File: src/rtl/rr_channel_mux.sv
// Multi-channel valid/ready mux into a one-entry output register.
// Channels are picked either by a fixed select or by a round-robin pointer.
module rr_channel_mux #(
  parameter  int WIDTH    = 8,
  parameter  int CHANNELS = 4,
  localparam int SELW     = $clog2(CHANNELS)
) (
  input  logic                      clk,
  input  logic                      rst,
  input  logic                      mode,
  input  logic [SELW-1:0]           sel,
  input  logic [CHANNELS*WIDTH-1:0] in_data,
  input  logic [CHANNELS-1:0]       in_valid,
  output logic [CHANNELS-1:0]       in_ready,
  output logic [WIDTH-1:0]          out_data,
  output logic                      out_valid,
  input  logic                      out_ready,
  output logic [SELW-1:0]           out_ch
);

  logic [SELW-1:0]  ptr;
  logic             grant_valid;
  logic [SELW-1:0]  grant;
  logic [WIDTH-1:0] grant_data;
  logic             can_accept;
  logic             accept;

  always_comb begin : grant_search
    // NOTE: defaults first so every path assigns and no latch is inferred.
    grant_valid = 1'b0;
    grant       = '0;
    if (!mode) begin
      for (int i = 0; i < CHANNELS; i++) begin
        if (sel == SELW'(i) && in_valid[i]) begin
          grant_valid = 1'b1;
          grant       = SELW'(i);
        end
      end
    end else begin
      // Walk offsets from farthest to nearest so the nearest requester after ptr wins.
      for (int k = CHANNELS; k >= 1; k--) begin
        for (int i = 0; i < CHANNELS; i++) begin
          if (i == (int'(ptr) + k) % CHANNELS && in_valid[i]) begin
            grant_valid = 1'b1;
            grant       = SELW'(i);
          end
        end
      end
    end
  end

  always_comb begin : data_select
    grant_data = '0;
    for (int i = 0; i < CHANNELS; i++) begin
      if (grant == SELW'(i)) grant_data = in_data[i*WIDTH +: WIDTH];
    end
  end

  assign can_accept = !out_valid || out_ready;
  assign accept     = grant_valid && can_accept && !rst;

  always_comb begin : ready_decode
    in_ready = '0;
    for (int i = 0; i < CHANNELS; i++) begin
      in_ready[i] = accept && (grant == SELW'(i));
    end
  end

  always_ff @(posedge clk or posedge rst) begin
    if (rst) begin
      out_valid <= 1'b0;
      out_data  <= '0;
      out_ch    <= '0;
      ptr       <= SELW'(CHANNELS - 1);
    end else if (accept) begin
      // NOTE: non-blocking assignments keep all registers updating from pre-edge values.
      out_valid <= 1'b1;
      out_data  <= grant_data;
      out_ch    <= grant;
      if (mode) ptr <= grant;
    end else if (out_ready) begin
      out_valid <= 1'b0;
    end
  end

  a_ready_onehot : assert property (@(posedge clk) disable iff (rst) $onehot0(in_ready));

endmodule

File: config.mk
export PLATFORM = sky130hd
export DESIGN_NAME = rr_channel_mux
export DESIGN_NICKNAME = d
export VERILOG_FILES = /design/src/rtl/rr_channel_mux.sv
export SDC_FILE = /design/constraint.sdc
export NUM_CORES = 1
export LEC_CHECK = 0
export ABC_AREA = 1
export CAP_MARGIN = 20
export CORE_ASPECT_RATIO = 0.75
export CORE_MARGIN = 2
export CORE_UTILIZATION = 40
export DETAILED_ROUTE_END_ITERATION = 8
export PLACE_DENSITY_LB_ADDON = 0.3
export SYNTH_ARGS = -nofsm -noshare
export SYNTH_HDL_FRONTEND = slang
export SYNTH_SLANG_ARGS = --single-unit
File: constraint.sdc
create_clock -name clk -period 2.9 [get_ports clk]
set_input_delay 0.87 -clock clk [delete_from_list [all_inputs] [get_ports clk]]
set_output_delay 0.87 -clock clk [all_outputs]
set_load 0.05 [all_outputs]
==> results by group <==
Clock tree
  – Number of hold buffers added after cts: 0
  – TritonCTS clock tree: built
  – Num CTS Buffers: 3
  – Clk buf depth: 2
  – Worst-Skew Late Latency: 240 ps
  – H-tree levels: 1
  – Clock transition at path regs: 50 ps
  – CTS sink cnt: 13
  – Clock tree root buffer cell: clkbuf_8

Yosys
  – Synth warn: 0
  – Post-Syn Nets: 243
  – Yosys reg bits: 13
  – Synth area leader: dfrtp_1
  – Mapped Cells: about 200
  – Syn avg cell area: 6.24 um^2
  – Top cell type's share of synthesized area: between 20 and 25%
  – Most area-consuming cells after synthesis: dfrtp_1 22%, nand2_1 20%, nand3_1 10%
  – Count of cell types in the netlist: 26
  – Post-Syn Area: about 0.0013 mm^2
  – Sequential area share after synthesis: 26.1%

Hold path
  – Min-delay worst type: register to register

Pwr
  – Combinational power share: between 70% and 80%
  – Pint: around 0.93 mW
  – Flop pwr share: about 18%
  – Switch Pwr: a little under 1 mW
  – Clock share of power: 8.2%
  – Max VDD drop: 0.352 mV
  – Lkg Pwr: 1.16 nW
  – PwrDens: ~840 mW/mm^2
  – Total power: between 1.5 and 2 mW
  – Net Sw Frac: 50.7%

Routing
  – Via count: 1594
  – Initial DRC count: 80
  – Routed wire length: just over 4 mm
  – DR pass1 iterations: 4
  – Wire per inst: between 10 and 15 um
  – DRC Markers: 0
  – Antenna viol nets, final: 0
  – Vias/cell: 4.95

Run status
  – Status: finished with violations
  – Failing checks: negative setup slack

Finish
  – Final net count: ~330
  – Layout cells sized above 1: 26.4%
  – Design area: 0.00226 mm^2
  – Final core occ: 76.5%
  – Syn-to-layout area delta: 80.4%
  – ANT cells: 0
  – Fillers: 226

Timing
  – Final Hold Viols: 0
  – Final setup skew: roughly 0.61 ps
  – Tmin final: 3200 ps
  – Count of pins over their slew limit: 0
  – Slew at the pin with the worst max-slew slack: approximately 500 ps
  – Max frequency: 312 MHz
  – Tcrit/Tclk final: 111%
  – Relative slew slack: between 60% and 70%
  – RSZ-0062 raised after global routing: true
  – Final setup viols: 4
  – Setup WS post-layout: -305 ps

Floorplan
  – Die width: 68.6 um
  – I/O Pins: 57
  – # rows: 17
  – Initial core utilization: between 40% and 50%
  – Die height: 52.5 um
  – Die footprint: about 0.0036 mm^2
  – Core Footprint: 0.00296 mm^2

Worst setup path
  – Crit path capture type: output pin
  – Critical path arrival: 2330 ps
  – WS Path Type: input port to output pin
  – Worst Path Required: 2030 ps
  – Worst Path Max Fanout: 4
  – Crit path launch type: input port

Global routing
  – Initial antenna violation count: 0
  – Largest net degree at the start of global routing: 18
  – Vias in the first global route: 1408
  – GRT Overall Usage: 25.0%
  – First-pass GRT wire length: around 6.6 mm
  – Gr ovfl total: 0

Place
  – Post-DP Area: about 0.0021 mm^2
  – DP Worst Slack: -685 ps
  – Port bufs: 56
  – Gpl congestion: 0.933
  – Hpwl dp: 3.15 mm

Job
  – Max-Cap Viols: 0
power groups by stage:
stage,logic (mW),registers (mW),clock network (mW)
2_1_floorplan,0.610,0.555,0
3_3_place_gp,1.24,0.336,0
3_5_place_dp,1.24,0.336,0
4_1_cts,1.33,0.334,0.158
5_1_grt,1.52,0.343,0.171
6_report,1.41,0.335,0.156
worst max-delay path: stages:
cell,delay (ps)
buf_8,100
nand3_4,70
nand2_2,40
nand2_1,50
nand2_1,50
nand2_1,80
nand2_1,60
nand2_1,50
nand2_1,50
nand2_1,60
nand2_1,60
nand2_1,60
nand2_1,60
nand2_2,90
nand2_4,70
nand2_8,100
inv_8,40
nor3_4,190
buf_12,160
routing by layer:
layer / GRT usage (%) / wire (um) / vias up
met5: 0 / 0 / -
met4: 9.00 / 53 / 0
met3: 1.94 / 284 / 6
met2: 35.7 / 1810 / 65
met1: 38.4 / 1980 / 718
li1: - / - / 805
kinds of logic (layout without fill, tap and decap cells):
family / after synthesis / count (layout) / synth area share, %
AOI/OAI and AO/OA: 18 / 18 / 8.98
and+or+nand+nor: 128 / 128 / 49.0
DFF: 13 / 13 / 26.1
buffers and inverters: 42 / 125 / 15.9
layout make-up:
| class | instances | area [um^2] | share of cell area, % |
|---|---|---|---|
| repair buffers | 88 | 866 | 38.3 |
| multi-input cells | 146 | 836 | 36.9 |
| flip-flops and latches | 13 | 328 | 14.5 |
| inverters | 33 | 140 | 6.19 |
| well taps | 38 | 47.5 | 2.10 |
| clock buffers | 4 | 45.0 | 1.99 |
layout by cell type (no fill, tap or decap), types with 4 or more instances in the layout:
cell and n:
buf_4 29, dfrtp_1 11, buf_12 6, nand2_2 4, o21ai_0 6, nand3_1 22, clkdlybuf4s50_1 45, nand2_1 63
inv_1 29, nor2_1 9, a21oi_1 6, nand4_1 8
flip-flops by register name, summed over array words and instances (netlist names):
name,count
out_ch,2
out_data,8
out_valid,1
ptr,2
timing repair:
| item | 4_1_cts | 5_1_grt |
|---|---|---|
| setup endpoints to repair | 5 | 4 |
| setup buffers | 2 | 2 |
| gates resized for setup | 35 | 9 |
| pin swaps | 13 | 9 |
cell usage after synthesis:
cell type	count
dfrtp_1	11
nor2_2	1
inv_4	1
a21oi_1	6
nand3_1	26
nor2_8	1
inv_1	31
nand2_1	67
o21ai_1	3
nor2_1	10
nor3_1	7
dfstp_2	2
buf_1	1
nand2_4	1
nand3_2	1
nand4_4	1
buf_6	4
buf_4	2
clkbuf_1	1
nand4_1	8
nor2_4	2
nand2_2	3
o211ai_2	3
inv_2	1
buf_2	1
o21ai_0	6
through the flow:
| step | std cells | hold slack [ps] | TNS, ps |
|---|---|---|---|
| 2_1_floorplan | 201 | 527 | -414 |
| 3_3_place_gp | 314 | 463 | -3960 |
| 3_5_place_dp | 314 | 465 | -3790 |
| 4_1_cts | 320 | 479 | -628 |
| 5_1_grt | 322 | 511 | -1500 |
| 6_report | 322 | 478 | -951 |
path summary, 6_finish.rpt:
kind                                   from  slack (ps)           to  cells after the start
worst max-delay path            in_valid[3]        -300  in_ready[0]                     19
worst min-delay path              out_ch[1]         480    out_ch[1]                      2
worst max register to register       ptr[0]         330  out_data[4]                     21
worst min register to register    out_ch[1]         480    out_ch[1]                      2
max in group asynchronous               rst        1610       ptr[0]                      3
min in group asynchronous               rst        1060  out_data[2]                      3
Power figures use the tool's default switching activity.
